===== src/rtl/write_back_pkg.sv =====
// Shared CPU package: datapath defaults and the MemToReg select encoding
// used by the write-back stage.
package write_back_pkg;

    localparam int unsigned DATA_W_DEF   = 64;  // read-data / ALU-result width
    localparam int unsigned REG_AW_DEF   = 5;   // register-address width
    localparam int unsigned ZERO_REG_DEF = 31;  // XZR index, never written

    // MemToReg select encoding
    typedef enum logic {
        SEL_ALU = 1'b0,
        SEL_MEM = 1'b1
    } mem_sel_e;

endpackage : write_back_pkg


===== src/rtl/write_back.sv =====
// Write-back stage: selects memory data or ALU result and registers it,
// together with the destination index and a write enable that is
// suppressed for the hard-wired zero register.
//
// Ports:
//   clk          - clock, all state updates on rising edge
//   reset        - asynchronous active-high reset, clears all outputs
//   WriteReg     - destination register index
//   ReadData     - data loaded from data memory
//   ALUResult    - ALU result / effective address
//   MemToReg     - 1 selects ReadData, 0 selects ALUResult
//   RegWrite     - register-file write request
//   Data2Write   - registered write data
//   Reg2Write    - registered write index
//   oldRegWrite  - registered, qualified write enable
module write_back #(
    parameter int unsigned DATA_W   = write_back_pkg::DATA_W_DEF,
    parameter int unsigned REG_AW   = write_back_pkg::REG_AW_DEF,
    parameter int unsigned ZERO_REG = write_back_pkg::ZERO_REG_DEF
) (
    input  logic              clk,
    input  logic              reset,
    input  logic [REG_AW-1:0] WriteReg,
    input  logic [DATA_W-1:0] ReadData,
    input  logic [DATA_W-1:0] ALUResult,
    input  logic              MemToReg,
    input  logic              RegWrite,
    output logic [DATA_W-1:0] Data2Write,
    output logic [REG_AW-1:0] Reg2Write,
    output logic              oldRegWrite
);

    import write_back_pkg::*;

    localparam logic [REG_AW-1:0] ZERO_IDX = REG_AW'(ZERO_REG);

    mem_sel_e          sel;
    logic [DATA_W-1:0] wb_data;
    logic              wb_en;

    always_comb begin
        sel     = mem_sel_e'(MemToReg);
        wb_data = (sel == SEL_MEM) ? ReadData : ALUResult;
        // Writes to XZR are dropped here; data and index still flow through.
        wb_en   = RegWrite && (WriteReg != ZERO_IDX);
    end

    always_ff @(posedge clk or posedge reset) begin
        if (reset) begin
            Data2Write  <= '0;
            Reg2Write   <= '0;
            oldRegWrite <= 1'b0;
        end else begin
            Data2Write  <= wb_data;
            Reg2Write   <= WriteReg;
            oldRegWrite <= wb_en;
        end
    end

endmodule : write_back


===== config.mk =====
export PLATFORM = sky130hd
export DESIGN_NAME = write_back
export DESIGN_NICKNAME = d
export VERILOG_FILES = /design/src/rtl/write_back_pkg.sv /design/src/rtl/write_back.sv
export SDC_FILE = /design/constraint.sdc
export NUM_CORES = 1
export LEC_CHECK = 0
export ABC_CLOCK_PERIOD_IN_PS = 2860
export CAP_MARGIN = 20
export CORE_ASPECT_RATIO = 1.25
export CORE_UTILIZATION = 34
export DETAILED_ROUTE_END_ITERATION = 7
export GPL_TIMING_DRIVEN = 0
export PLACE_DENSITY = 0.92
export SETUP_SLACK_MARGIN = 0.02
export SLEW_MARGIN = 20
export SYNTH_ARGS = -nofsm -noshare
export SYNTH_HDL_FRONTEND = slang
export SYNTH_SLANG_ARGS = --single-unit

===== constraint.sdc =====
create_clock -name clk -period 2.86 [get_ports clk]
set_input_delay 0.429 -clock clk [delete_from_list [all_inputs] [get_ports clk]]
set_output_delay 0.429 -clock clk [all_outputs]
set_load 0.05 [all_outputs]

# Word level (Yosys, flattened, before mapping)
# Index checks and enable logic that the tools add are counted.
# op_classes
eq_ne	1
reduce_logical	1
muxes	1
# ops
operator	n
64-bit two-way mux	1
5-bit != test (second input constant)	1
1-bit logical AND	1
# totals
output_inout_bits	70
regBits	70
elab_cells	6
in_bits	137

# Logic depth before layout (Yosys ltp)
# Gate-level depths: netlist (run 1).
# logic_depth
word_depth	2
mapped_depth	3
ltp_nobuf	2

# Worst setup path before layout (run 1)
# OpenSTA, ideal clock, no wires.
# synth_timing
path_kind	input-to-reg
startpoint	input port MemToReg
endpoint	register Data2Write[10]
required_ns	2.735
path_slack_ns	1.700
path_buffers	2
cell_stages	3
arrival_time_ns	1.035
setup_time_ns	0.125
path_cell_list	buf_6 > buf_12 > mux2_4
# synth_via
elab_chain_cells	1
# synth_lines
element	line	text
start, declared	write_back.sv:26	input logic MemToReg,
64-bit two-way mux	write_back.sv:43	wb_data = (sel == SEL_MEM) ? ReadData : ALUResult;
named net wb_data[10]	write_back.sv:38	logic [DATA_W-1:0] wb_data;
end signal, assigned	write_back.sv:54	Data2Write <= wb_data;
end, declared	write_back.sv:28	output logic [DATA_W-1:0] Data2Write,
# The timed path passes the listed nets, and every way through them passes these cells.

# Final worst setup path (run 1)
# layout_timing
startpoint	register Data2Write[49]
endpoint	output port Data2Write[49]
# No word-level cell between the ends.

==> results.md, run 1 <==
* Starting Density at 35.7%
* Drt pass-1 iters at 5
* Worst path slowest cell: clkdlybuf4s50_1
* Synth Net Count at 282
* Total clock sinks at 70
* Routability cong. at 0.727
* Yosys warns at 0
* Measured slew at the worst slew-check pin at 0.566 ns
* Period utilization at 67.2%
* Cts hold-fix bufs at 0
* Worst setup margin at 0.939 ns
* Pin count of the biggest net entering global routing at 38
* Core area at 7970 um^2
* CP required at 2.43 ns
* Finished Layout Cells at 460
* Die Width at 83.9 um
* WP buf/inv at 1
* Placed instance area at 5040 um^2
* Avg Cell Area, Syn at 19.6 um^2
* Gr usage total at 18.0%
* Leakage at 2.29 nW
* WL final at 7750 um
* Deepest clock path buffer count at 2
* Critical path class: flop to primary output
* CTS tree: done
* Peak Freq at 521 MHz
* CTS H-tree lvls at 3
* Max_slew headroom at 62.1%
* Setup violations, final at 0
* Num CTS Buffers at 9
* Vias per std cell at 4.40
* Number of filler cells placed in the layout at 600
* Root Buffer: clkbuf_8
* Synth area leaders: dfrtp_1 61%, mux2_4 32%, buf_12 4.2%, mux2_2 1.6%, buf_6 0.40%
* WP data arrival at 1.49 ns
* Yosys reg bits at 70
* Average wire per standard cell at 16.9 um
* Worst Setup End Kind: primary output
* PwrDens at 492 nW/um^2
* HPWL Detailed at 6290 um
* Max_cap viols at 0
* Crit-path max FO at 1
* Vias in the first global route at 2335
* Port Buffer Count at 205
* Placed insts at 446
* Power, Total at 2.56 mW
* Total congestion overflow at 0
* Synth Cell Area at 2850 um^2
* Post-route ant nets at 0
* Ports at 207
* Place WS at 1.27 ns
* Worst hold path class: primary input to async pin
* Crit path largest cell delay at 0.84 ns
* VDD IR max at 0.289 mV
* Die ar. at 8750 um^2
* Post-CTS resize count at 0
* Vias at 2025
* Diodes inserted at 0
* Setup Buffers After CTS at 0
* Run status: complete, but fails checks
* NumNets Final at 499
* First-pass GRT wire length at 11800 um
* Area leader, netlist: dfrtp_1
* Fin area at 5200 um^2
* Synth unique cells at 9
* Crit path time final at 1.92 ns
* Crit-path leading delay family: buffers and inverters
* Critical path, cell by cell: clkdlybuf4s50_1
* # DRC at 24
* Sequential area share after synthesis at 61.5%
* Core Rows at 36
* CP startpoint kind: flop
* Top cell type's share of synthesized area at 61.5%
* Gate Count Post-Synth at 145
* Drt initial violations at 41
* Share of cells above drive strength 1 at 23.3%
* Unrepaired setup endpoints after global routing: no
* Clock transition at the registers of the reported paths at 0.07 ns
* Fin. Hold Viols at 0
* DIE HEIGHT at 104 um
* Failing checks: DRC
* Initial antenna violation count at 0
* Area growth syn-to-layout at 82.4%
* Max Slew Vio Count at 0
cells in the mapped netlist:
library cell,instances
nand3_1,1
mux2_4,60
buf_12,6
dfrtp_1,70
buf_6,1
o21a_1,1
nand2_1,1
inv_1,1
mux2_2,4
registers in the layout, summed over array words and instances, names as in the netlist:
signal	count
Reg2Write	5
Data2Write	64
oldRegWrite	1
routing by layer:
layer	vias to the layer above	track usage [%]	part of all wire [%]
met1	976	17.1	32
met3	10	4.60	7.8
met2	110	35.6	58
met4	0	7.64	1.9
met5	-	0	0
li1	929	-	-
metrics by stage:
stage | setup TNS [ns] | utilization [%] | hold slack, ns
floorplan | 0 | - | 0.460
detailed placement | 0 | 63.2 | 0.831
global placement | -27.46 | 63.0 | 0.842
CTS | 0 | 65.2 | 0.468
global route | 0 | 65.2 | 0.500
finish | 0 | 65.2 | 0.463
placed cells by master (no fill, tap or decap):
cell and instances:
clkinv_2 2, dfrtp_1 70, nand2_1 1, clkbuf_1 2
mux2_2 4, inv_4 1, buf_6 1, o21a_1 1
clkdlybuf4s50_1 205, buf_12 7, mux2_4 60, nand3_1 1
clkbuf_8 10
kinds of logic after synthesis:
group                  count (synthesis)  share of synthesized area, %
flip-flops                            70                          61.5
multiplexers                          64                          33.2
AND/OR/NAND/NOR                        2                         0.307
AO/OA/AOI/OAI                          1                         0.264
buffers and inverters                  8                          4.74
area by class of cell:
type	count	area, um^2	area share, %
Buffer	7	131	2.53
Clock buffer	12	145	2.79
Clock inverter	2	10.0	0.193
Inverter	1	6.26	0.120
Multi-Input combinational cell	67	962	18.5
Sequential cell	70	1750	33.7
Tap cell	95	119	2.29
Timing Repair Buffer	206	2070	39.9
report_power, final:
group	internal [mW]	leakage, nW	switching, mW	total [mW]
Clock	0.327	0.0821	0.340	0.667
Combinational	0.404	1.39	0.404	0.808
Sequential	1.06	0.816	0.0200	1.08
worst max path at each step:
| stage | start | to | slack [ns] | cells after the start |
|---|---|---|---|---|
| 2_1_floorplan | reset | Data2Write[0] | 0.66 | 1 |
| 5_1_grt | Data2Write[33] | Data2Write[33] | 0.87 | 1 |
| 6_report | Data2Write[49] | Data2Write[49] | 0.94 | 1 |
| 4_1_cts | Data2Write[33] | Data2Write[33] | 0.91 | 1 |
| 3_5_place_dp | Data2Write[33] | Data2Write[33] | 1.27 | 1 |
| 3_3_place_gp | reset | Data2Write[22] | -0.40 | 2 |
No activity file was read; power rests on OpenSTA's default activity.
==> run 2, diff against run 1 <==
--- a/config.mk
+++ b/config.mk
@@ -5,13 +5,13 @@
 export SDC_FILE = /design/constraint.sdc
 export NUM_CORES = 1
 export LEC_CHECK = 0
-export ABC_CLOCK_PERIOD_IN_PS = 2860
+export ABC_CLOCK_PERIOD_IN_PS = 1650
 export CAP_MARGIN = 20
 export CORE_ASPECT_RATIO = 1.25
-export CORE_UTILIZATION = 34
+export CORE_UTILIZATION = 31
 export DETAILED_ROUTE_END_ITERATION = 7
 export GPL_TIMING_DRIVEN = 0
-export PLACE_DENSITY = 0.92
+export PLACE_DENSITY = 0.88
 export SETUP_SLACK_MARGIN = 0.02
 export SLEW_MARGIN = 20
 export SYNTH_ARGS = -nofsm -noshare
==> constraint.sdc (replaced) <==
create_clock -name clk -period 1.65 [get_ports clk]
set_input_delay 0.2475 -clock clk [delete_from_list [all_inputs] [get_ports clk]]
set_output_delay 0.2475 -clock clk [all_outputs]
set_load 0.05 [all_outputs]
==> results.md, run 2 (synthesis results as in run 1) <==
* Run status: finished, final reports clean
* Crit-path max FO at 1 (unchanged)
* Drt initial violations at 56 (+37%)
* Crit-path leading delay family: buffers and inverters
* VDD IR max at 0.452 mV (+56%)
* Max_cap viols at 0 (unchanged)
* Clock transition at the registers of the reported paths at 0.07 ns (about the same)
* Post-route ant nets at 0 (unchanged)
* Period utilization at 89.6%
* Die Width at 87.7 um (+4.6%)
* Area growth syn-to-layout at 85.2%
* Total clock sinks at 70 (unchanged)
* Port Buffer Count at 205 (unchanged)
* Measured slew at the worst slew-check pin at 0.569 ns (+0.00294 ns)
* Core area at 8800 um^2 (+10%)
* HPWL Detailed at 5930 um (-5.7%)
* Worst hold path class: primary input to async pin
* Max reg flops at 64 (unchanged)
* Max_slew headroom at 62.2% (+0.073 points)
* Starting Density at 32.4% (-3.3 points)
* Root Buffer: clkbuf_8
* CP startpoint kind: flop
* Vias at 2056 (+1.5%)
* Worst setup margin at 0.171 ns (-0.768 ns)
* Post-CTS resize count at 70 (+70)
* First-pass GRT wire length at 10700 um (-9.1%)
* Setup Buffers After CTS at 0 (unchanged)
* CP required at 1.40 ns (-1.03 ns)
* Vias per std cell at 4.21 (-4.3%)
* Ports at 207 (unchanged)
* Average wire per standard cell at 15.0 um (-11%)
* CTS tree: done
* Core Rows at 38 (+5.6%)
* Critical path, cell by cell: dlygate4sd2_1
* Worst path slowest cell: dlygate4sd2_1
* WL final at 7330 um (-5.5%)
* CP Depth at 1 (unchanged)
* Die ar. at 9580 um^2 (+9.5%)
* Unrepaired setup endpoints after global routing: no
* Leakage at 2.44 nW (+6.6%)
* Worst Setup End Kind: primary output
* Commonest non-fill, non-tap cells in the layout: 135 x clkdlybuf4s50_1, 70 x dfrtp_1, 70 x dlygate4sd2_1
* Vias in the first global route at 2271 (-2.7%)
* Max Slew Vio Count at 0 (unchanged)
* Drt pass-1 iters at 3 (-2)
* Crit path largest cell delay at 0.57 ns (-0.27 ns)
* Routability cong. at 0.675 (-7.1%)
* Crit path time final at 1.48 ns
* PwrDens at 946 nW/um^2 (+92%)
* # DRC at 0 (-100%)
* Peak Freq at 676 MHz
* Deepest clock path buffer count at 2 (unchanged)
* Gr usage total at 15.5% (-2.5 points)
* Placed instance area at 5090 um^2 (+1.0%)
* Setup violations, final at 0 (unchanged)
* Most common cell after layout, fill and taps aside: clkdlybuf4s50_1
* Top reg by flops: Data2Write
* Fin. Hold Viols at 0 (unchanged)
* Critical path class: flop to primary output
* Place WS at 0.249 ns (-1.02 ns)
* Diodes inserted at 0 (unchanged)
* WP buf/inv at 1 (unchanged)
* Share of cells above drive strength 1 at 24.5% (+1.2 points)
* DIE HEIGHT at 109 um (+4.6%)
* Top Registers: Data2Write (64), Reg2Write (5), oldRegWrite (1)
* Num CTS Buffers at 9 (unchanged)
* WP data arrival at 1.23 ns (-0.26 ns)
* Pin count of the biggest net entering global routing at 36 (-5.3%)
* NumNets Final at 500 (+0.20%)
* Total congestion overflow at 0 (unchanged)
* Fin area at 5280 um^2 (+1.5%)
* Cts hold-fix bufs at 0 (unchanged)
* Initial antenna violation count at 0 (unchanged)
* CTS H-tree lvls at 3 (unchanged)
run 2: cell count changes in the layout (fill, tap and decap cells not counted):
cell,delta
clkdlybuf4s50_1,-70
dlygate4sd2_1,+70
bufinv_16,+4
clkbuf_1,-2
clkinvlp_4,+2
buf_12,+1
clkinv_2,-1
inv_4,-1
run 2: where the power goes:
part | leakage (nW) | switching [mW] | internal [mW]
Sequential | 0.816 | 0.0277 | 1.84
Combinational | 1.49 | 0.692 | 0.614
Clock | 0.132 | 0.625 | 1.20
run 2: per-layer routing:
metal,wire length (um),up-vias,GRT usage [%]
met5,0,-,0
met4,313,0,11.9
met3,584,25,4.31
met2,4000,125,28.2
met1,2430,969,14.4
li1,-,937,-
run 2: area by class of cell:
class / instances / area [um^2]
plain buffers: 7 / 131
clock buffers: 10 / 138
clock inverters: 6 / 133
fillers: 702 / 3520
inverters: 1 / 7.51
multi-input cells: 67 / 962
flip-flops and latches: 70 / 1750
well taps: 120 / 150
repair buffers: 207 / 2000
run 2: per-stage QoR:
stage | utilization (%) | instances | power, mW | hold WS (ns) | setup TNS (ns)
3_5_place_dp | 57.9 | 472 | 3.32 | 0.511 | 0
6_report | 60.0 | 488 | 4.99 | 0.154 | 0
2_1_floorplan | - | 145 | 2.67 | 0.279 | 0
4_1_cts | 60.0 | 488 | 5.07 | 0.131 | 0
3_3_place_gp | 57.5 | 470 | 3.28 | 0.668 | -12.06
5_1_grt | 60.0 | 488 | 5.19 | 0.149 | 0
run 2: final timing paths:
path	from	endpoint	slack [ns]
min in group clk	MemToReg	Data2Write[63]	0.32
max in group asynchronous	reset	Data2Write[60]	1.11
hold / removal	reset	Data2Write[11]	0.15
setup / recovery	Data2Write[63]	Data2Write[63]	0.17
==> run 3, diff against run 2 <==
--- a/config.mk
+++ b/config.mk
@@ -8,10 +8,11 @@
 export ABC_CLOCK_PERIOD_IN_PS = 1650
 export CAP_MARGIN = 20
 export CORE_ASPECT_RATIO = 1.25
-export CORE_UTILIZATION = 31
+export CORE_UTILIZATION = 32
+export CTS_BUF_LIST = sky130_fd_sc_hd__clkbuf_4 sky130_fd_sc_hd__clkbuf_8
 export DETAILED_ROUTE_END_ITERATION = 7
 export GPL_TIMING_DRIVEN = 0
-export PLACE_DENSITY = 0.88
+export PLACE_DENSITY = 0.75
 export SETUP_SLACK_MARGIN = 0.02
 export SLEW_MARGIN = 20
 export SYNTH_ARGS = -nofsm -noshare
==> results.md, run 3 (synthesis results as in run 1) <==
* CP startpoint kind: flop
* Setup tns final at 0 ns (unchanged)
* Post-route ant nets at 0 (unchanged)
* Diodes inserted at 0 (unchanged)
* Worst setup margin at 0.164 ns (-0.00724 ns)
* Vias in the first global route at 2237 (-1.5%)
* Met1 Use GR at 15.8% (+1.3 points)
* Top Registers: Data2Write (64), Reg2Write (5), oldRegWrite (1)
* PwrDens at 874 nW/um^2 (-7.6%)
* Max reg flops at 64 (unchanged)
* Deepest clock path buffer count at 2 (unchanged)
* Gr usage total at 15.7% (+0.21 points)
* Core Rows at 38 (unchanged)
* Routability cong. at 0.716 (+6.0%)
* Max_cap viols at 0 (unchanged)
* Most Crowded Layer GR: met2
* Num CTS Buffers at 9 (unchanged)
* WL final at 6950 um (-5.1%)
* Commonest non-fill, non-tap cells in the layout: 135 x clkdlybuf4s50_1, 70 x dfrtp_1, 70 x dlygate4sd2_1
* Peak Freq at 673 MHz (-0.49%)
* Grt met3 use at 5.37% (+1.1 points)
* First-pass GRT wire length at 10800 um (+0.77%)
* WP data arrival at 1.24 ns (about the same)
* Ports at 207 (unchanged)
* Die ar. at 9290 um^2 (-3.1%)
* Initial antenna violation count at 0 (unchanged)
* Drt pass-1 iters at 3 (unchanged)
* Crit-path leading delay family: buffers and inverters
* Crit path time final at 1.49 ns (+0.00724 ns)
* Vias at 2007 (-2.4%)
* Worst hold path class: primary input to async pin
* Critical path, cell by cell: dlygate4sd2_1
* WP buf/inv at 1 (unchanged)
* Share of cells above drive strength 1 at 24.5% (unchanged)
* Crit-path max FO at 1 (unchanged)
* Power, Total at 4.55 mW (-8.8%)
* Place WS at 0.246 ns (-0.00312 ns)
* Clock transition at the registers of the reported paths at 0.07 ns (about the same)
* Drt initial violations at 53 (-5.4%)
* CTS H-tree lvls at 3 (unchanged)
* Die Width at 86.4 um (-1.5%)
* DIE HEIGHT at 107 um (-1.5%)
* Met2 GRT Util at 29.1% (+0.84 points)
* NumNets Final at 500 (unchanged)
* Leakage at 2.42 nW (-0.94%)
* Root Buffer: clkbuf_8
* HPWL Detailed at 5550 um (-6.4%)
* Critical path class: flop to primary output
* Starting Density at 32.9% (+0.53 points)
* CP required at 1.40 ns (about the same)
* Core area at 8650 um^2 (-1.6%)
* Pin count of the biggest net entering global routing at 35 (-2.8%)
* # DRC at 0 (unchanged)
* Average wire per standard cell at 14.3 um (-5.1%)
* Area growth syn-to-layout at 82.9%
* Port Buffer Count at 205 (unchanged)
* Fin. Hold Viols at 0 (unchanged)
* Worst Setup End Kind: primary output
* Measured slew at the worst slew-check pin at 0.562 ns (-0.00768 ns)
* Total congestion overflow at 0 (unchanged)
* Run status: finished, final reports clean
* Total clock sinks at 70 (unchanged)
* Unrepaired setup endpoints after global routing: no
* Period utilization at 90.1% (+0.44 points)
* Cts hold-fix bufs at 0 (unchanged)
* VDD IR max at 0.526 mV (+17%)
* Vias per std cell at 4.11 (-2.4%)
* Top reg by flops: Data2Write
* Setup Buffers After CTS at 0 (unchanged)
* Number of filler cells placed in the layout at 707 (+0.71%)
* Worst path slowest cell: dlygate4sd2_1
* Max_slew headroom at 62.7% (+0.51 points)
* Crit path largest cell delay at 0.57 ns (about the same)
* CTS tree: done
* Max Slew Vio Count at 0 (unchanged)
* Most common cell after layout, fill and taps aside: clkdlybuf4s50_1
* Setup violations, final at 0 (unchanged)
-- run 3: through the flow --
stage / cell area [um^2] / hold WS [ns] / cells / utilization, %
after detailed placement: 5090 / 0.509 / 472 / 58.9
after global routing: 5210 / 0.138 / 488 / 60.2
after global placement: 5050 / 0.659 / 470 / 58.4
final: 5210 / 0.155 / 488 / 60.2
after CTS: 5210 / 0.132 / 488 / 60.2
after floorplan: 2850 / 0.279 / 145 / -
-- run 3: repair_timing --
item / CTS / global route
gates resized for setup: 70 / 0
hold endpoints to repair: 0 / 0
setup endpoints to repair: 70 / 0
-- run 3: per-layer routing --
layer / vias up / part of all wire, %
met3: 13 / 8.4
li1: 934 / -
met1: 945 / 34
met4: 0 / 2.2
met5: - / 0
met2: 115 / 55
-- run 3: final timing paths --
| path | start | end | cells past startpoint |
|---|---|---|---|
| min | reset | Data2Write[63] | 2 |
| max | Data2Write[0] | Data2Write[0] | 1 |
| min in group clk | MemToReg | Data2Write[1] | 2 |
| max in group asynchronous | reset | Reg2Write[3] | 3 |
-- run 3: area by class of cell --
cell class	count	area, um^2	area share [%]
Timing Repair Buffer	207	2000	38.5
Sequential cell	70	1750	33.6
Multi-Input combinational cell	67	962	18.5
Clock buffer	12	159	3.05
Tap cell	120	150	2.88
Buffer	7	131	2.52
Clock inverter	4	45.0	0.864
Inverter	1	7.51	0.144
-- run 3: power by group --
group / internal, mW / switching, mW / total (mW)
logic: 0.614 / 0.684 / 1.30
registers: 1.84 / 0.0263 / 1.87
clock network: 0.790 / 0.600 / 1.39
total: 3.24 / 1.31 / 4.55
